File: src/rtl/seven_seg_display_arbiter_if.sv
// Requester/display bundle for seven_seg_display_arbiter.
// The master side drives requests and patterns; the slave side is the arbiter.
interface seven_seg_display_arbiter_if #(
    parameter int unsigned NUM_REQ = 4,
    parameter int unsigned ID_W    = 2
);
    logic [NUM_REQ-1:0]    req;
    logic [NUM_REQ-1:0]    urgent;
    logic [14*NUM_REQ-1:0] pattern_in;
    logic [NUM_REQ-1:0]    ack;
    logic [6:0]            display_1;
    logic [6:0]            display_2;
    logic [ID_W-1:0]       grant_id;
    logic                  busy;

    modport master (
        output req, urgent, pattern_in,
        input  ack, display_1, display_2, grant_id, busy
    );

    modport slave (
        input  req, urgent, pattern_in,
        output ack, display_1, display_2, grant_id, busy
    );
endinterface

File: src/rtl/seven_seg_display_arbiter.sv
// Time-shares a two-digit seven-segment display among NUM_REQ requesters (IDLE/SHOW/GAP).
// Optional macro SEVSEG_PREEMPT_EN: urgent requests may preempt a non-urgent grant in SHOW.
module seven_seg_display_arbiter #(
    parameter int unsigned NUM_REQ     = 4,
    parameter int unsigned ID_W        = 2,
    parameter int unsigned HOLD_CYCLES = 100000000,
    parameter int unsigned GAP_CYCLES  = 5000000,
    parameter int unsigned CNT_W       = 27
) (
    input logic                        clock,
    input logic                        reset,
    seven_seg_display_arbiter_if.slave bus
);
    localparam logic [6:0] Blank = 7'h7F;

    typedef enum logic [1:0] {StIdle, StShow, StGap} state_e;

    state_e             state_q, state_d;
    logic [CNT_W-1:0]   cnt_q, cnt_d;
    logic [ID_W-1:0]    ptr_q, ptr_d;
    logic [ID_W-1:0]    gid_q, gid_d;
    logic [NUM_REQ-1:0] ack_q, ack_d;
    logic [6:0]         disp1_q, disp1_d;
    logic [6:0]         disp2_q, disp2_d;

    logic [NUM_REQ-1:0] req_urg;
    logic               urg_hit;
    logic [ID_W-1:0]    urg_id;
    logic [ID_W-1:0]    rr_id;
    logic [ID_W-1:0]    rr_idx;
    logic               do_grant;
    logic [ID_W-1:0]    g_id;
    logic               g_urg;
    logic [13:0]        g_pat;

    function automatic logic [13:0] pick_pat(input logic [14*NUM_REQ-1:0] pats,
                                             input logic [ID_W-1:0]       id);
        logic [13:0] p;
        p = '0;
        for (int k = 0; k < int'(NUM_REQ); k++) begin
            if (ID_W'(k) == id) p = pats[14*k +: 14];
        end
        return p;
    endfunction

    assign req_urg = bus.req & bus.urgent;

    // Urgent: lowest index wins. Otherwise scan downward so the nearest after ptr is kept.
    always_comb begin
        urg_hit = 1'b0;
        urg_id  = '0;
        for (int i = int'(NUM_REQ) - 1; i >= 0; i--) begin
            if (req_urg[i]) begin
                urg_hit = 1'b1;
                urg_id  = ID_W'(i);
            end
        end
        rr_id  = '0;
        rr_idx = '0;
        for (int k = int'(NUM_REQ); k >= 1; k--) begin
            rr_idx = ID_W'((32'(ptr_q) + 32'(k)) % NUM_REQ);
            if (bus.req[rr_idx]) rr_id = rr_idx;
        end
    end

`ifdef SEVSEG_PREEMPT_EN
    logic               urg_q, urg_d;
    logic [NUM_REQ-1:0] pre_mask;
    logic               pre_hit;
    logic [ID_W-1:0]    pre_id;

    assign pre_mask = req_urg & ~(NUM_REQ'(1) << gid_q);

    always_comb begin
        pre_hit = 1'b0;
        pre_id  = '0;
        for (int i = int'(NUM_REQ) - 1; i >= 0; i--) begin
            if (pre_mask[i]) begin
                pre_hit = 1'b1;
                pre_id  = ID_W'(i);
            end
        end
    end
`endif

    always_comb begin
        state_d  = state_q;
        cnt_d    = cnt_q;
        ptr_d    = ptr_q;
        gid_d    = gid_q;
        ack_d    = '0;
        disp1_d  = disp1_q;
        disp2_d  = disp2_q;
        do_grant = 1'b0;
        g_id     = '0;
        g_urg    = 1'b0;
        g_pat    = '0;
`ifdef SEVSEG_PREEMPT_EN
        urg_d    = urg_q;
`endif

        unique case (state_q)
            StIdle: begin
                if (|bus.req) begin
                    do_grant = 1'b1;
                    g_urg    = urg_hit;
                    g_id     = urg_hit ? urg_id : rr_id;
                end
            end
            StShow: begin
`ifdef SEVSEG_PREEMPT_EN
                if (!urg_q && pre_hit) begin
                    do_grant = 1'b1;
                    g_urg    = 1'b1;
                    g_id     = pre_id;
                end else
`endif
                if (cnt_q == '0) begin
                    disp1_d = Blank;
                    disp2_d = Blank;
                    cnt_d   = CNT_W'(GAP_CYCLES - 1);
                    state_d = StGap;
                end else begin
                    cnt_d = cnt_q - 1'b1;
                end
            end
            StGap: begin
                if (cnt_q == '0) state_d = StIdle;
                else             cnt_d   = cnt_q - 1'b1;
            end
            default: state_d = StIdle;
        endcase

        if (do_grant) begin
            g_pat   = pick_pat(bus.pattern_in, g_id);
            state_d = StShow;
            cnt_d   = CNT_W'(HOLD_CYCLES - 1);
            ack_d   = NUM_REQ'(1) << g_id;
            gid_d   = g_id;
            ptr_d   = g_id;
            disp1_d = g_pat[13:7];
            disp2_d = g_pat[6:0];
`ifdef SEVSEG_PREEMPT_EN
            urg_d   = g_urg;
`endif
        end
    end

    always_ff @(posedge clock) begin
        if (reset) begin
            state_q <= StIdle;
            cnt_q   <= '0;
            ptr_q   <= ID_W'(NUM_REQ - 1);
            gid_q   <= '0;
            ack_q   <= '0;
            disp1_q <= Blank;
            disp2_q <= Blank;
`ifdef SEVSEG_PREEMPT_EN
            urg_q   <= 1'b0;
`endif
        end else begin
            state_q <= state_d;
            cnt_q   <= cnt_d;
            ptr_q   <= ptr_d;
            gid_q   <= gid_d;
            ack_q   <= ack_d;
            disp1_q <= disp1_d;
            disp2_q <= disp2_d;
`ifdef SEVSEG_PREEMPT_EN
            urg_q   <= urg_d;
`endif
        end
    end

    assign bus.ack       = ack_q;
    assign bus.display_1 = disp1_q;
    assign bus.display_2 = disp2_q;
    assign bus.grant_id  = gid_q;
    assign bus.busy      = (state_q != StIdle);
endmodule

File: src/flat_wrapper.sv
// flat-port wrapper written by rule: the top's interface ports become plain ports
module seven_seg_display_arbiter_flat 
#(
    parameter int unsigned NUM_REQ     = 4,
    parameter int unsigned ID_W        = 2,
    parameter int unsigned HOLD_CYCLES = 100000000,
    parameter int unsigned GAP_CYCLES  = 5000000,
    parameter int unsigned CNT_W       = 27
)
  (clock, reset, bus_req, bus_urgent, bus_pattern_in, bus_ack, bus_display_1, bus_display_2, bus_grant_id, bus_busy);
  seven_seg_display_arbiter_if #(.NUM_REQ(NUM_REQ), .ID_W(ID_W)) bus_i ();
  input logic clock;
  input logic reset;
  input wire logic [$bits(bus_i.req)-1:0] bus_req;
  input wire logic [$bits(bus_i.urgent)-1:0] bus_urgent;
  input wire logic [$bits(bus_i.pattern_in)-1:0] bus_pattern_in;
  output wire logic [$bits(bus_i.ack)-1:0] bus_ack;
  output wire logic [$bits(bus_i.display_1)-1:0] bus_display_1;
  output wire logic [$bits(bus_i.display_2)-1:0] bus_display_2;
  output wire logic [$bits(bus_i.grant_id)-1:0] bus_grant_id;
  output wire logic [$bits(bus_i.busy)-1:0] bus_busy;
  assign bus_i.req = bus_req;
  assign bus_i.urgent = bus_urgent;
  assign bus_i.pattern_in = bus_pattern_in;
  assign bus_ack = bus_i.ack;
  assign bus_display_1 = bus_i.display_1;
  assign bus_display_2 = bus_i.display_2;
  assign bus_grant_id = bus_i.grant_id;
  assign bus_busy = bus_i.busy;
  seven_seg_display_arbiter #(.NUM_REQ(NUM_REQ), .ID_W(ID_W), .HOLD_CYCLES(HOLD_CYCLES), .GAP_CYCLES(GAP_CYCLES), .CNT_W(CNT_W)) u_core (.clock(clock), .reset(reset), .bus(bus_i));
endmodule
File: config.mk
export PLATFORM = sky130hd
export DESIGN_NAME = seven_seg_display_arbiter_flat
export DESIGN_NICKNAME = d
export VERILOG_FILES = /design/src/rtl/seven_seg_display_arbiter_if.sv /design/src/rtl/seven_seg_display_arbiter.sv /design/src/flat_wrapper.sv
export SDC_FILE = /design/constraint.sdc
export NUM_CORES = 1
export LEC_CHECK = 0
export BUFFER_PORTS_ARGS = -buffer_cell sky130_fd_sc_hd__buf_4
export CORE_ASPECT_RATIO = 2
export CORE_MARGIN = 4
export CORE_UTILIZATION = 31
export CTS_BUF_LIST = sky130_fd_sc_hd__clkbuf_4
export DETAILED_ROUTE_END_ITERATION = 12
export SKIP_LAST_GASP = 1
export SYNTH_ARGS = -nofsm -noshare
export SYNTH_HDL_FRONTEND = slang
export SYNTH_SLANG_ARGS = --single-unit
File: constraint.sdc
create_clock -name clock -period 3.47 [get_ports clock]
set_clock_uncertainty 0.1 [all_clocks]
set_input_delay 0 -clock clock [delete_from_list [all_inputs] [get_ports clock]]
set_output_delay 0 -clock clock [all_outputs]
set_load 0.01 [all_outputs]
==> results of run 1 <==
area by class of cell:
class	count	area, um^2	area share
timing repair buffer	133	1110	0.269
tap	104	130	0.0316
inverter	11	41.3	0.0100
sequential	51	1020	0.248
clock buffer	6	45.0	0.0109
clock inverter	2	7.51	0.00182
multi-input combinational	264	1760	0.428
antenna	1	2.50	0.000607
cell families (layout without fill, tap and decap cells):
family	Yosys count	in the layout
other	0	1
XOR/XNOR	17	17
AND/OR/NAND/NOR	135	135
multiplexers	4	4
AO/OA/AOI/OAI	103	103
adder cells (fa/ha/maj)	5	5
buffers and inverters	33	152
flip-flops	51	51
power by group through the flow:
stage,clock [mW],sequential [mW],combinational (mW)
after global routing,0.296,0.734,0.611
after global placement,0,0.733,0.459
after floorplan,0,0.740,0.266
after detailed placement,0,0.736,0.469
after CTS,0.279,0.723,0.557
final,0.261,0.725,0.562
state kept, by name (all words and copies together), names as in the netlist:
signal and cells:
u_core.state_q 2, u_core.bus.grant_id 2, u_core.bus.display_2 7, u_core.ptr_q 2, u_core.bus.display_1 7, u_core.cnt_q 27, u_core.bus.ack 4
Yosys cell counts, types with 2 or more instances:
cell type,number
clkbuf_1,10
dfxtp_1,51
or3_1,6
a2111oi_4,2
inv_1,11
nor3b_1,4
nor4_4,2
o211ai_1,5
xor2_1,13
and4b_1,2
nor3_1,11
nand2_1,27
nand4b_1,3
nand2b_1,4
nand3_1,11
mux2i_1,4
nor4_2,3
nor2b_1,4
nor4_1,5
ha_1,5
xnor2_1,4
a22oi_1,14
o21ai_0,9
nor2_1,32
buf_4,2
or4_1,2
a31oi_2,2
buf_2,9
nand4_1,5
a221oi_1,15
a21oi_1,40
a31oi_1,3
and3_1,3
stage by stage:
step           instances  area (um^2)
6_report             572         4120
4_1_cts              571         4110
3_5_place_dp         519         3620
3_3_place_gp         519         3620
2_1_floorplan        348         2930
5_1_grt              572         4120
metal layers:
layer | vias up | global-route usage | share of wire
met2 | 125 | 0.352 | 0.57
met5 | - | 0 | 0
met1 | 1467 | 0.164 | 0.33
met3 | 32 | 0.0217 | 0.048
li1 | 1528 | - | -
met4 | 0 | 0.112 | 0.053
worst paths after layout:
kind	startpoint	to	slack (ns)
worst min-delay path	bus_req[1]	u_core.ptr_q[1]$_SDFFE_PP1P_	0.03
worst max register to register	u_core.state_q[0]$_SDFFE_PP0P_	u_core.bus.display_2[3]$_SDFFE_PP1P_	0.24
worst min register to register	u_core.bus.grant_id[1]$_SDFFE_PP0P_	u_core.bus.grant_id[1]$_SDFFE_PP0P_	0.37
worst max-delay path	u_core.state_q[0]$_SDFFE_PP0P_	u_core.bus.display_2[3]$_SDFFE_PP1P_	0.24
worst max-delay path: cells and delay by family (launching register included):
family	cells	cell delay, ns
AO/OA/AOI/OAI	2	0.35
AND/OR/NAND/NOR	1	0.70
adder cells (fa/ha/maj)	1	0.26
buffers and inverters	4	1.37
flip-flops	1	0.34
what timing repair did:
action,4_1_cts,5_1_grt
gates resized for setup,0,4
hold buffers,44,0
setup endpoints to repair,0,14
endpoints found under the hold margin,39,0
==> load_flow_metrics.sql, run 1 <==
INSERT INTO impl_metrics (metric_group, metric, value, unit) VALUES
('grt', 'grt.total_usage', '0.178', ''),
('pwr', 'p_leak', '1.61', 'nW'),
('pwr', 'power.internal', '1.03', 'mW'),
('worst_hold_path', 'class_of_the_tightest_hold_or_removal_check', 'in -> reg', ''),
('timing', 'final_critical_path_setup_slack', '0.241', 'ns'),
('timing', 'slew_headroom', '0.406', ''),
('layout', 'final_core_utilization', '0.442', ''),
('detailed_routing', 'wl', '9980', 'um'),
('detailed_routing', 'via_per_inst', '5.51', ''),
('yosys', 'synth_nets', '419', ''),
('place', 'hpwl', '7350', 'um'),
('timing', 'final.hold.worst_slack', '0.0290', 'ns'),
('pwr', 'share_seq_of_total_power', '0.468', ''),
('pwr', 'power-per-cell-area', '376', 'nW/um^2'),
('pwr', 'sw_frac_of_total', '0.336', ''),
('setup_path', 'critPathRequiredTime', '3.64', 'ns'),
('yosys', 'synth.distinct_cells', '58', ''),
('floorplan', 'number_of_placement_rows', '50', ''),
('floorplan', 'starting_density_of_the_core', '0.314', ''),
('cts', 'max-clock-path-buffers', '2', ''),
('yosys', 'synth_sequential_area_ratio', '0.348', ''),
('yosys', 'synth.top_cell.area_share', '0.348', ''),
('setup_path', 'timing.critical_path.fanout_max', '19', ''),
('grt', 'first_global_vias', '3275', ''),
('layout', 'most-common-layout-cells', 'buf_4, dfxtp_1, dlygate4sd3_1', ''),
('pwr', 'switching_power', '0.521', 'mW'),
('floorplan', 'ios', '87', ''),
('yosys', 'yosys.area_share.xor_xnor', '0.0508', ''),
('floorplan', 'die_width', '76.8', 'um'),
('cts', 'cts_max_level', '2', ''),
('setup_path', 'timing.critical_path.slowest_cell_delay', '0.70', 'ns'),
('cts', 'clock_latency', '0.37', 'ns'),
('yosys', 'synthesis_warnings', '0', ''),
('yosys', 'mappedNetlistArea', '2930', 'um^2'),
('yosys', 'synth_simple_gate_area_frac', '0.264', ''),
('yosys', 'average_size_of_a_mapped_cell', '8.42', 'um^2'),
('yosys', 'synth_top_family_by_area', 'simple AND/OR/NAND/NOR gates', ''),
('grt', 'grt_antenna_before_repair', '1', ''),
('setup_path', 'timing.setup.critical_path_class', 'reg -> reg', ''),
('setup_path', 'endpoint_kind', 'flip-flop', ''),
('yosys', 'synth_enable_flop_cells', '0', ''),
('grt', 'grt_start_max_net_pins', '32', ''),
('detailed_routing', 'routed-via-count', '3152', ''),
('setup_path', 'worst_setup_path_start_kind', 'flip-flop', ''),
('cts', 'cts_setup_buffers', '0', ''),
('cts', 'cts.root.buffer_cell', 'clkbuf_4', ''),
('yosys', 'synth_compound_area_frac', '0.251', ''),
('place', 'finalWeightedCongestion', '0.925', ''),
('yosys', 'asyncSetResetFlopFracSynth', '0', ''),
('layout', 'leading_cell_type_in_the_layout_fill_and_taps_excluded', 'buf_4', ''),
('cts', 'tritoncts', 'done', ''),
('floorplan', 'core_area', '9320', 'um^2'),
('worst_hold_path', 'hold_path_depth', '4', ''),
('grt', 'wire_length_of_the_first_global_routing_pass', '16100', 'um'),
('layout', 'drive_gt1_frac', '0.257', ''),
('pwr', 'clockPowerShare', '0.169', ''),
('status', 'status', 'complete, no violations', ''),
('layout', 'syn_to_final_growth', '40.6', '%'),
('yosys', 'synth_top_cells_by_area', 'dfxtp_1, a21oi_1, a221oi_1, nor2_1, xor2_1', ''),
('timing', 'final_hold_viol_count', '0', ''),
('timing', 'final_count_of_negative_setup_slack_endpoints', '0', ''),
('timing', 'layout_worst_path_cycle_share', '0.931', ''),
('floorplan', 'fp.dieArea', '11200', 'um^2'),
('yosys', 'synth_mux_area_frac', '0.0137', ''),
('timing', 'fin_setup_tns', '0', 'ns'),
('pwr', 'pwr-share-comb', '0.363', ''),
('detailed_routing', 'detail_route.drc_violations', '0', ''),
('pwr', 'irDropWorstVdd', '0.138', 'mV'),
('layout', 'nets', '537', ''),
('yosys', 'postSynthCellCount', '348', ''),
('detailed_routing', 'final_antenna_net_count', '0', '');
Power figures use the tool's default switching activity.
==> run 2: changes to the inputs <==
Settings changed: CTS_BUF_LIST sky130_fd_sc_hd__clkbuf_4 to sky130_fd_sc_hd__clkbuf_8 sky130_fd_sc_hd__clkbuf_16, MAX_ROUTING_LAYER set to met4.
==> run 2 against run 1 <==
Critical path depth did not move. Global-route usage rose by 0.79 points. Via count barely moved. Power rose by 16%. Fmax fell by 1.5%. Sequential share of layout area fell by 0.47 points. Register-to-register slack got worse by 0.05 ns. Routed wire length rose by 0.65%.
==> load_flow_metrics.sql, run 2 (same netlist as run 1, synthesis figures left out) <==
INSERT INTO impl_metrics (metric_group, metric, value, unit) VALUES
('timing', 'final_count_of_negative_setup_slack_endpoints', '0', ''),
('layout', 'syn_to_final_growth', '43.3', '%'),
('timing', 'final_critical_path_setup_slack', '0.193', 'ns'),
('timing', 'grt_setup_unrepaired', 'false', ''),
('timing', 'timing.final.max_slew_violations', '0', ''),
('layout', 'stdcell_area', '4200', 'um^2'),
('floorplan', 'fp.dieArea', '11200', 'um^2'),
('cts', 'numCtsBuffers', '5', ''),
('layout', 'most-common-layout-cells', 'buf_4, dfxtp_1, dlygate4sd3_1', ''),
('place', 'setup_slack_after_placement', '0.845', 'ns'),
('place', 'hpwl', '7350', 'um'),
('detailed_routing', 'drt_iter0_drc', '133', ''),
('layout', 'largest_register', 'u_core.cnt_q', ''),
('detailed_routing', 'detail_route.drc_violations', '0', ''),
('setup_path', 'timing.setup.critical_path_class', 'reg -> reg', ''),
('pwr', 'power-per-cell-area', '428', 'nW/um^2'),
('pwr', 'p_leak', '1.65', 'nW'),
('grt', 'wire_length_of_the_first_global_routing_pass', '16200', 'um'),
('grt', 'grt.total_usage', '0.185', ''),
('floorplan', 'core_area', '9320', 'um^2'),
('cts', 'tritoncts', 'done', ''),
('grt', 'grt_antenna_before_repair', '0', ''),
('place', 'placement.cell_area', '3620', 'um^2'),
('grt', 'first_global_vias', '3290', ''),
('cts', 'clock_latency', '0.29', 'ns'),
('layout', 'nets', '535', ''),
('detailed_routing', 'wl_per_cell', '17.7', 'um'),
('setup_path', 'endpoint_kind', 'flip-flop', ''),
('worst_hold_path', 'class_of_the_tightest_hold_or_removal_check', 'in -> reg', ''),
('setup_path', 'worst_setup_path_start_kind', 'flip-flop', ''),
('timing', 'fin_setup_tns', '0', 'ns'),
('layout', 'multi_input_area', '1760', 'um^2'),
('status', 'status', 'complete, no violations', ''),
('timing', 'max_clock_freq', '0.305', 'GHz'),
('place', 'numPortBuffers', '86', ''),
('setup_path', 'critPathArrivalTime', '3.36', 'ns'),
('detailed_routing', 'via_per_inst', '5.54', ''),
('floorplan', 'number_of_placement_rows', '50', ''),
('layout', 'leading_cell_type_in_the_layout_fill_and_taps_excluded', 'buf_4', ''),
('timing', 'final_hold_viol_count', '0', ''),
('timing', 'final_period_minus_worst_setup_slack', '3.28', 'ns'),
('timing', 'slew_headroom', '0.390', ''),
('grt', 'grt_start_max_net_pins', '32', ''),
('layout', 'largest_register_ffs', '27', ''),
('setup_path', 'critPathRequiredTime', '3.55', 'ns'),
('layout', 'drive_gt1_frac', '0.256', ''),
('detailed_routing', 'drt_pre_antenna_iters', '4', ''),
('floorplan', 'ios', '87', ''),
('pwr', 'irDropWorstVdd', '0.200', 'mV'),
('cts', 'cts.reportedPaths.clkPinSlew', '0.06', 'ns'),
('place', 'finalWeightedCongestion', '0.941', ''),
('cts', 'clkSinkCount', '51', ''),
('layout', 'number_of_filler_instances_in_the_final_layout', '911', ''),
('cts', 'cts_setup_buffers', '0', ''),
('layout', 'seqCellArea', '1020', 'um^2'),
('place', 'numPlacedInstances', '519', ''),
('setup_path', 'timing.critical_path.fanout_max', '19', ''),
('cts', 'cts_max_level', '2', ''),
('floorplan', 'floorplan.die.height', '145', 'um'),
('floorplan', 'die_width', '76.8', 'um'),
('cts', 'max-clock-path-buffers', '2', ''),
('detailed_routing', 'routed-via-count', '3155', ''),
('grt', 'grt_total_ovfl', '0', ''),
('floorplan', 'starting_density_of_the_core', '0.314', ''),
('timing', 'layout_worst_path_cycle_share', '0.944', ''),
('timing', 'worst-slew-pin-transition', '0.913', 'ns'),
('cts', 'cts.root.buffer_cell', 'clkbuf_16', ''),
('detailed_routing', 'final_antenna_net_count', '0', ''),
('detailed_routing', 'wl', '10000', 'um'),
('layout', 'final-instance-count-excl-fill', '569', ''),
('flow_run', 'drv_cap', '0', ''),
('layout', 'antennaDiodeCount', '0', '');
[run 2: cell types whose count changed in the layout (fill, tap and decap cells not counted)]
cell	before	now
dlygate4sd3_1	44	42
clkbuf_4	6	0
or3_1	5	6
inv_1	11	12
diode_2	1	0
and3_1	2	3
or3_2	1	0
and3_2	1	0
clkbuf_16	0	5
clkbuf_8	0	2
clkinv_1	2	0
[run 2: final cells by class]
cell class,count,area share
inverter,11,0.00983
tap,104,0.0310
clock inverter,1,0.000894
clock buffer,7,0.0364
sequential,51,0.243
multi-input combinational,264,0.420
timing repair buffer,131,0.259
[run 2: path summary, 6_finish.rpt]
check,startpoint,to,slack (ns),cells past startpoint
setup / recovery,u_core.state_q[0]$_SDFFE_PP0P_,u_core.bus.display_2[3]$_SDFFE_PP1P_,0.19,8
hold / removal,reset,u_core.cnt_q[22]$_SDFFE_PP0P_,0.005,2
hold reg to reg,u_core.bus.grant_id[1]$_SDFFE_PP0P_,u_core.bus.grant_id[1]$_SDFFE_PP0P_,0.36,2
setup reg to reg,u_core.state_q[0]$_SDFFE_PP0P_,u_core.bus.display_2[3]$_SDFFE_PP1P_,0.19,8
[run 2: stage by stage]
| step | util | hold slack, ns | power [mW] |
|---|---|---|---|
| 2_1_floorplan | - | 0.0958 | 1.01 |
| 3_3_place_gp | 0.388 | 0.183 | 1.19 |
| 3_5_place_dp | 0.388 | 0.194 | 1.20 |
| 4_1_cts | 0.450 | 0.00241 | 1.81 |
| 5_1_grt | 0.450 | 0.0318 | 1.89 |
| 6_report | 0.450 | 0.00545 | 1.80 |
[run 2: worst max-delay path, stage by stage (launching register included)]
cell	delay [ns]
dfxtp_1	0.31
inv_1	0.10
ha_1	0.27
inv_1	0.12
or3_1	0.70
a221oi_1	0.34
dlygate4sd3_1	0.59
a21oi_1	0.06
dlygate4sd3_1	0.56
[run 2: repair_timing]
| item | CTS | global route |
|---|---|---|
| resized for setup | 0 | 2 |
| hold endpoints to repair | 14 | 0 |
| hold buffers | 42 | 0 |
| setup endpoints to repair | 0 | 13 |
[run 2: where the power goes]
group	leakage, nW	switching, mW	total (mW)	internal (mW)
clock network	0.0813	0.209	0.513	0.304
registers	0.423	0.0679	0.725	0.657
logic	1.14	0.275	0.560	0.285
[run 2: metal layers]
metal | vias up | wire length, um | GRT usage
li1 | 1524 | - | -
met2 | 119 | 5830 | 0.352
met5 | - | 0 | -
met3 | 31 | 452 | 0.0223
met1 | 1481 | 3250 | 0.164
met4 | 0 | 518 | 0.130
